===== src/rtl/bp_pkg.sv =====
// ---------------------------------------------------------------------------
// bp_pkg
// Shared definitions for the branch-prediction update path:
//   IDX_W         - direction-table / BTB index width (index = pc[IDX_W+1:2])
//   TBL_SIZE      - number of direction counters
//   btb_upd_t     - one queued BTB write {idx, target}
//   SNT/WNT/WT/ST - 2-bit saturating counter encodings
//   drain_state_e - BTB write-drain FSM states
//   ctr_train()   - saturating counter update
// ---------------------------------------------------------------------------
package bp_pkg;

    localparam int IDX_W    = 8;
    localparam int TBL_SIZE = 1 << IDX_W;

    typedef struct packed {
        logic [IDX_W-1:0] idx;
        logic [31:0]      target;
    } btb_upd_t;

    localparam logic [1:0] SNT = 2'd0;
    localparam logic [1:0] WNT = 2'd1;
    localparam logic [1:0] WT  = 2'd2;
    localparam logic [1:0] ST  = 2'd3;

    typedef enum logic {
        DRAIN_IDLE  = 1'b0,
        DRAIN_WRITE = 1'b1
    } drain_state_e;

    function automatic logic [1:0] ctr_train(input logic [1:0] ctr, input logic taken);
        logic [1:0] nxt;
        if (taken) begin
            nxt = (ctr == ST) ? ST : ctr + 2'd1;
        end else begin
            nxt = (ctr == SNT) ? SNT : ctr - 2'd1;
        end
        return nxt;
    endfunction

endpackage


===== src/rtl/bp_upd_fifo.sv =====
// ---------------------------------------------------------------------------
// bp_upd_fifo
// Synchronous FIFO of btb_upd_t entries. Pointers are log2(DEPTH) bits and
// wrap naturally; a separate count disambiguates full from empty.
// Ports:
//   clk, rst        - clock, asynchronous active-high reset
//   push_i, din_i   - write request and data (ignored when full)
//   pop_i           - read request (ignored when empty); dout_o is the head
//   full_o, empty_o - status, derived from the registered count
//   count_o         - number of stored entries
// ---------------------------------------------------------------------------
module bp_upd_fifo
    import bp_pkg::*;
#(
    parameter int DEPTH = 4,
    localparam int PTR_W = $clog2(DEPTH)
) (
    input  logic           clk,
    input  logic           rst,
    input  logic           push_i,
    input  btb_upd_t       din_i,
    input  logic           pop_i,
    output btb_upd_t       dout_o,
    output logic           full_o,
    output logic           empty_o,
    output logic [PTR_W:0] count_o
);

    btb_upd_t         mem_q [DEPTH];
    logic [PTR_W-1:0] wr_ptr_q, wr_ptr_d;
    logic [PTR_W-1:0] rd_ptr_q, rd_ptr_d;
    logic [PTR_W:0]   count_q, count_d;
    logic             push_ok, pop_ok;

    assign full_o  = (count_q == (PTR_W+1)'(DEPTH));
    assign empty_o = (count_q == '0);
    assign count_o = count_q;
    assign dout_o  = mem_q[rd_ptr_q];

    assign push_ok = push_i && !full_o;
    assign pop_ok  = pop_i && !empty_o;

    always_comb begin
        wr_ptr_d = wr_ptr_q;
        rd_ptr_d = rd_ptr_q;
        count_d  = count_q;
        if (push_ok) begin
            wr_ptr_d = wr_ptr_q + PTR_W'(1);
        end
        if (pop_ok) begin
            rd_ptr_d = rd_ptr_q + PTR_W'(1);
        end
        // Push and pop together leave the count unchanged.
        if (push_ok && !pop_ok) begin
            count_d = count_q + (PTR_W+1)'(1);
        end else if (pop_ok && !push_ok) begin
            count_d = count_q - (PTR_W+1)'(1);
        end
    end

    always_ff @(posedge clk or posedge rst) begin
        if (rst) begin
            wr_ptr_q <= '0;
            rd_ptr_q <= '0;
            count_q  <= '0;
            for (int i = 0; i < DEPTH; i++) begin
                mem_q[i] <= '0;
            end
        end else begin
            wr_ptr_q <= wr_ptr_d;
            rd_ptr_q <= rd_ptr_d;
            count_q  <= count_d;
            if (push_ok) begin
                mem_q[wr_ptr_q] <= din_i;
            end
        end
    end

endmodule


===== src/rtl/branch_update_unit.sv =====
// ---------------------------------------------------------------------------
// branch_update_unit
// Takes resolved branches from execute, trains a table of 2-bit saturating
// direction counters, raises a registered redirect on mispredict and queues
// BTB target writes that a small FSM drains through a valid/ready port.
// Ports:
//   clk, rst                    - clock, asynchronous active-high reset
//   ex_valid/ex_ready           - resolved-branch handshake
//   ex_pc, ex_taken, ex_target  - actual outcome
//   ex_pred_taken/_target       - what fetch predicted
//   redirect_valid/redirect_pc  - one-cycle redirect, the cycle after accept
//   btb_wr_en/btb_wr_ready      - BTB write handshake
//   btb_wr_idx/btb_wr_target    - BTB write payload (head of queue)
//   fetch_pc/fetch_pred_taken   - combinational direction lookup
//   dbg_drain_state_o           - drain FSM state (0 idle, 1 write)
//
// Handshakes: a transfer happens on a cycle where valid && ready. Once valid
// is raised the payload is held stable until that cycle. ex_ready depends
// only on registered queue occupancy; btb_wr_idx/target stay stable while
// btb_wr_en is high and btb_wr_ready is low.
// ---------------------------------------------------------------------------
module branch_update_unit
    import bp_pkg::*;
#(
    parameter int FIFO_DEPTH = 4
) (
    input  logic             clk,
    input  logic             rst,
    input  logic             ex_valid,
    input  logic [31:0]      ex_pc,
    input  logic             ex_taken,
    input  logic [31:0]      ex_target,
    input  logic             ex_pred_taken,
    input  logic [31:0]      ex_pred_target,
    output logic             ex_ready,
    output logic             redirect_valid,
    output logic [31:0]      redirect_pc,
    output logic             btb_wr_en,
    input  logic             btb_wr_ready,
    output logic [IDX_W-1:0] btb_wr_idx,
    output logic [31:0]      btb_wr_target,
    input  logic [31:0]      fetch_pc,
    output logic             fetch_pred_taken,
    output logic             dbg_drain_state_o
);

    localparam int CNT_W = $clog2(FIFO_DEPTH) + 1;

    logic [1:0]       ctr_q [TBL_SIZE];
    logic [IDX_W-1:0] ex_idx, fetch_idx;
    logic             accept, mispredict, push, pop;
    logic             redirect_valid_q, redirect_valid_d;
    logic [31:0]      redirect_pc_q, redirect_pc_d;
    drain_state_e     state_q, state_d;
    btb_upd_t         push_entry, head;
    logic             fifo_full, fifo_empty;
    logic [CNT_W-1:0] fifo_count;
    logic             unused_fetch_bits;

    assign ex_idx    = ex_pc[IDX_W+1:2];
    assign fetch_idx = fetch_pc[IDX_W+1:2];
    assign unused_fetch_bits = ^{fetch_pc[31:IDX_W+2], fetch_pc[1:0]};

    assign ex_ready   = !fifo_full;
    assign accept     = ex_valid && ex_ready;
    assign mispredict = (ex_taken != ex_pred_taken) ||
                        (ex_taken && (ex_target != ex_pred_target));
    // Only taken branches with a new target need a BTB write.
    assign push       = accept && ex_taken && (ex_target != ex_pred_target);
    assign pop        = (state_q == DRAIN_WRITE) && btb_wr_ready && !fifo_empty;

    assign push_entry.idx    = ex_idx;
    assign push_entry.target = ex_target;

    bp_upd_fifo #(.DEPTH(FIFO_DEPTH)) u_fifo (
        .clk     (clk),
        .rst     (rst),
        .push_i  (push),
        .din_i   (push_entry),
        .pop_i   (pop),
        .dout_o  (head),
        .full_o  (fifo_full),
        .empty_o (fifo_empty),
        .count_o (fifo_count)
    );

    // Fetch reads the registered counter, so a same-cycle update at the same
    // index is seen only from the next cycle.
    assign fetch_pred_taken = ctr_q[fetch_idx][1];

    always_ff @(posedge clk or posedge rst) begin
        if (rst) begin
            for (int i = 0; i < TBL_SIZE; i++) begin
                ctr_q[i] <= WNT;
            end
        end else if (accept) begin
            ctr_q[ex_idx] <= ctr_train(ctr_q[ex_idx], ex_taken);
        end
    end

    assign redirect_valid_d = accept && mispredict;
    assign redirect_pc_d    = ex_taken ? ex_target : ex_pc + 32'd4;

    always_ff @(posedge clk or posedge rst) begin
        if (rst) begin
            redirect_valid_q <= 1'b0;
            redirect_pc_q    <= '0;
        end else begin
            redirect_valid_q <= redirect_valid_d;
            if (redirect_valid_d) begin
                redirect_pc_q <= redirect_pc_d;
            end
        end
    end

    assign redirect_valid = redirect_valid_q;
    assign redirect_pc    = redirect_pc_q;

    always_comb begin
        state_d = state_q;
        unique case (state_q)
            DRAIN_IDLE: begin
                if (push) begin
                    state_d = DRAIN_WRITE;
                end
            end
            DRAIN_WRITE: begin
                // Last entry leaving with nothing arriving behind it.
                if (pop && (fifo_count == CNT_W'(1)) && !push) begin
                    state_d = DRAIN_IDLE;
                end
            end
            default: state_d = DRAIN_IDLE;
        endcase
    end

    always_ff @(posedge clk or posedge rst) begin
        if (rst) begin
            state_q <= DRAIN_IDLE;
        end else begin
            state_q <= state_d;
        end
    end

    assign btb_wr_en         = (state_q == DRAIN_WRITE);
    assign btb_wr_idx        = btb_wr_en ? head.idx : '0;
    assign btb_wr_target     = btb_wr_en ? head.target : '0;
    assign dbg_drain_state_o = state_q;

endmodule


===== config.mk =====
export PLATFORM = sky130hd
export DESIGN_NAME = branch_update_unit
export DESIGN_NICKNAME = d
export VERILOG_FILES = /design/src/rtl/bp_pkg.sv /design/src/rtl/bp_upd_fifo.sv /design/src/rtl/branch_update_unit.sv
export SDC_FILE = /design/constraint.sdc
export NUM_CORES = 2
export LEC_CHECK = 0
export CORE_MARGIN = 1
export CORE_UTILIZATION = 30
export CTS_BUF_LIST = sky130_fd_sc_hd__clkbuf_8
export CTS_CLUSTER_DIAMETER = 60
export DETAILED_ROUTE_END_ITERATION = 10
export GPL_ROUTABILITY_DRIVEN = 0
export MAX_ROUTING_LAYER = met4
export PLACE_DENSITY_LB_ADDON = 0.15
export SYNTH_ARGS = -nofsm -noshare
export SYNTH_HDL_FRONTEND = slang
export SYNTH_SLANG_ARGS = --single-unit

===== constraint.sdc =====
create_clock -name clk -period 19.9 [get_ports clk]
set_clock_uncertainty 0.15 [all_clocks]
set_input_delay 1.99 -clock clk [delete_from_list [all_inputs] [get_ports clk]]
set_output_delay 1.99 -clock clk [all_outputs]
set_load 0.02 [all_outputs]

==> run summary <==
The flow ran to the end, and the final reports show no timing, DRC or antenna violations. The number of setup violations in the final report came out at 0. The number of iterations in the first detailed-routing pass came out at 8. The critical-path maximum fanout is 39. For this run, design rule violations remaining after detail routing come to 0.

The initial core utilization is 30.2%. Leaving out fill and tap cells, the most frequent cells in the layout are sky130_fd_sc_hd__dfrtp_1 (455), sky130_fd_sc_hd__o21ai_0 (287), sky130_fd_sc_hd__a21oi_1 (280). The critical-path cell with the highest stage delay is sky130_fd_sc_hd__buf_4. Setup slack on the critical path of the routed design comes to 11.67 ns.

The number of clock buffers added by TritonCTS is 132. For this run, the top clock speed supported by timing is 121 MHz. Summing the areas of all compound-gate instances in the mapped netlist gives 19.1% of the synthesized area.

The number of library cell types mapped by synthesis came out at 41. sky130_fd_sc_hd__dfrtp_1 takes more of the synthesized area than any other cell. The area after detailed placement is 0.0405 mm2.

Of the synthesized area, sequential elements account for 48.7%. Once the clock tree was built, the resizer swapped 0 gates to a different size. The fraction of synthesized cell area taken by the top area cell type is 30.6%. The vias per cell came out at 5.59.

The number of global-route vias before repair is 27,800. The number of enable flip-flop cells after synthesis came out at 0. The worst setup path is launched from a primary input. In the final routed layout, each cell accounts on average for 24.2 um. The first global-routing pass estimated 179,000 um of wire. The die covers 0.126 mm2. The die is 355 um tall. For the worst-skew pair, the clock arrives at the later sink with an insertion delay of 0.80 ns. The fraction of the mapped netlist area in adder cells came out at 0.493%. The capturing point of the worst reg2reg path is ctr_q[294]. The source of the worst hold timing path is u_fifo.rd_ptr_q[1]. CTS placed an instance of sky130_fd_sc_hd__clkbuf_8 at the clock tree root. The number of hold violations in the final report came out at 0.

The post-CTS clock slew at the launch and capture registers of the worst setup and hold paths is 0.06 ns. The worst-case clock buffer depth came out at 3. The placed wire-length estimate after detailed placement came out at 67,900 um. The number of placed instances, taps included, is 4,610.

The detailed router placed 27,100 vias in this run. The synthesized net count is 3,214. The cell area after layout came out at 0.0431 mm2. Among all flip-flop cells after synthesis, the most frequent one is sky130_fd_sc_hd__dfrtp_1. The instance count of the mapped netlist came out at 3,067. The path class of the tightest hold or removal check is reg -> reg. Measured on the finished design, the core utilization comes to 34.9%. The final hold slack is 0.317 ns.

On the worst path, the slowest cell contributes a delay of 0.82 ns. The worst ir drop on vdd is 0.000102 V. Once layout is complete, the cells apart from fillers number 4,852.

The library cell used most frequently in the layout, excluding fill and tap cells, is sky130_fd_sc_hd__dfrtp_1. The start of the worst register-to-register path is ctr_q[168]. The completed layout was analyzed and its total power is 4.71 mW. The Yosys step of the flow raised 0 warnings. The worst hold endpoint is u_fifo.rd_ptr_q[1]. The setup slack at placement is 11.59 ns. The number of top-level pins is 211.

The cell row count is 129. The count of nets left with antenna violations once routing finished came out at 0. For the worst setup path, the data arrival time is 6.09 ns. The largest net degree at the start of global routing is 176. The path type of the worst setup path is in -> out.

The post-synthesis area per instance came out at 12.2 um2. The count of maximum capacitance violations came out at 0. The area growth from synthesis to layout is 15.5%.

The total number of nets in the final design came out at 3,254. The proportion of synthesized flip-flops having asynchronous set or reset is 100%. The maximum level of the CTS H-tree came out at 4. The xor and xnor area share after synthesis is 1.55%.

Setup repair after global routing left no endpoint under its margin. The worst path uses 41.4% of the clock period. The number of antenna violations at the first check in global routing came out at 2.

The standby leakage power came out at 16.2 nW. The endpoint class of the critical path is an output port. The signal on the critical path passes through buf_4 -> buf_4 -> mux4_2 -> mux4_2 -> mux4_2 -> mux4_2 -> clkdlybuf4s50_1. The post-route netlist has 35.5% of its cells at a drive strength greater than 1. TritonCTS built the clock tree. The cell area after synthesis is 0.0373 mm2. The worst-case reg-to-reg path depth came out at 9.

The measured slew at the worst slew-check pin is 1.26 ns. The post-synthesis share of cell area spent on and, or, nand and nor gates came out at 4.50%. The overall track demand over capacity in global routing is 19.2%. The worst-case headroom to the max-slew limit came out at 15.9%. The area of the core region is 0.124 mm2.

The smallest clock period supported by the final layout is computed as 8.23 ns. The main combinational cell family by area after synthesis is multiplexers. The total of flip-flops plus latches after synthesis is 713. Along the worst hold path, the cell count comes to 1.

For this block, the routed nets add up to 117,000 um of wire. The number of hold buffers added after cts is 0. The clock sink count is 713. The max-slew violation count came out at 0. The slack of the worst reg-to-reg path came out at 15.00 ns. Yosys attributes the largest share of cell area to sky130_fd_sc_hd__dfrtp_1 (31%), sky130_fd_sc_hd__dfstp_2 (18%), sky130_fd_sc_hd__mux4_2 (15%), sky130_fd_sc_hd__mux2_2 (5.7%), sky130_fd_sc_hd__o31ai_2 (4.6%).

The die extent in x came out at 355 um. The remaining global-route overflow is 0. The detailed router's first-iteration violation count is 2,191.

The most prevalent standard cell on the critical path is sky130_fd_sc_hd__mux4_2. Port buffering added 186 buffers. The number of post-CTS setup repair buffers is 0. The aggregate negative setup slack came out at 0 ns. The post-synthesis mux area share came out at 21.4%. The power density over the cells is 109 mW/mm2. The worst path required time came out at 17.76 ns.
cells by family (layout without fill, tap and decap cells):
family | Yosys count | count (layout)
XOR/XNOR | 66 | 66
adder cells (fa/ha/maj) | 15 | 15
multiplexers | 458 | 458
other | 0 | 3
buffers and inverters | 378 | 523
AO/OA/AOI/OAI | 1081 | 1081
flip-flops | 713 | 713
AND/OR/NAND/NOR | 356 | 356
registers in the layout, summed over array words and instances, names as in the netlist:
name and cells:
u_fifo.wr_ptr_q 2, u_fifo.count_o 3, u_fifo.rd_ptr_q 2, redirect_pc 32, btb_wr_en 1, u_fifo.mem_q 160
ctr_q 512, redirect_valid 1
worst max-delay path by stage:
stage,startpoint,to,slack (ns),cells after the start
floorplan,rst,btb_wr_en,8.21,1
global placement,fetch_pc[2],fetch_pred_taken,11.56,7
detailed placement,fetch_pc[2],fetch_pred_taken,11.59,7
CTS,fetch_pc[2],fetch_pred_taken,11.58,7
global route,fetch_pc[2],fetch_pred_taken,11.48,7
finish,fetch_pc[2],fetch_pred_taken,11.67,7
area by class of cell:
type / count / area (um2)
antenna: 3 / 7.51
clock buffer: 165 / 2270
clock inverter: 74 / 328
fill: 12200 / 80500
inverter: 25 / 97.6
multi-input combinational: 1976 / 17700
sequential: 713 / 18200
tap: 1637 / 2050
timing repair buffer: 259 / 2480
critical path, delay by kind of cell:
kind,cells,cell delay [ns]
buffers and inverters,3,1.87
multiplexers,4,2.17
power by group:
| part | switching, mW | internal [mW] |
|---|---|---|
| logic | 0.708 | 0.701 |
| clock network | 0.639 | 0.746 |
| registers | 0.155 | 1.76 |
| total | 1.50 | 3.21 |
per-layer routing:
| metal | up-vias | part of all wire (%) | global-route usage (%) |
|---|---|---|---|
| met3 | 214 | 5.8 | 3.13 |
| li1 | 11800 | - | - |
| met5 | - | 0 | - |
| met4 | 0 | 2.6 | 6.09 |
| met1 | 14100 | 43 | 24.6 |
| met2 | 998 | 49 | 30.9 |
synth_stat cells, types with 20 or more instances:
| library cell | n |
|---|---|
| sky130_fd_sc_hd__a22oi_1 | 63 |
| sky130_fd_sc_hd__buf_6 | 20 |
| sky130_fd_sc_hd__a21oi_1 | 280 |
| sky130_fd_sc_hd__o31ai_1 | 86 |
| sky130_fd_sc_hd__mux4_2 | 253 |
| sky130_fd_sc_hd__a31oi_1 | 223 |
| sky130_fd_sc_hd__xor2_1 | 20 |
| sky130_fd_sc_hd__o31ai_2 | 138 |
| sky130_fd_sc_hd__mux2_2 | 188 |
| sky130_fd_sc_hd__and2_1 | 46 |
| sky130_fd_sc_hd__buf_1 | 50 |
| sky130_fd_sc_hd__dfstp_2 | 256 |
| sky130_fd_sc_hd__inv_1 | 25 |
| sky130_fd_sc_hd__xnor2_1 | 46 |
| sky130_fd_sc_hd__clkbuf_1 | 241 |
| sky130_fd_sc_hd__buf_2 | 39 |
| sky130_fd_sc_hd__dfrtp_1 | 457 |
| sky130_fd_sc_hd__nand3_1 | 61 |
| sky130_fd_sc_hd__o21ai_0 | 287 |
| sky130_fd_sc_hd__nor2_1 | 87 |
| sky130_fd_sc_hd__nand2_1 | 100 |
Power figures use the tool's default switching activity.
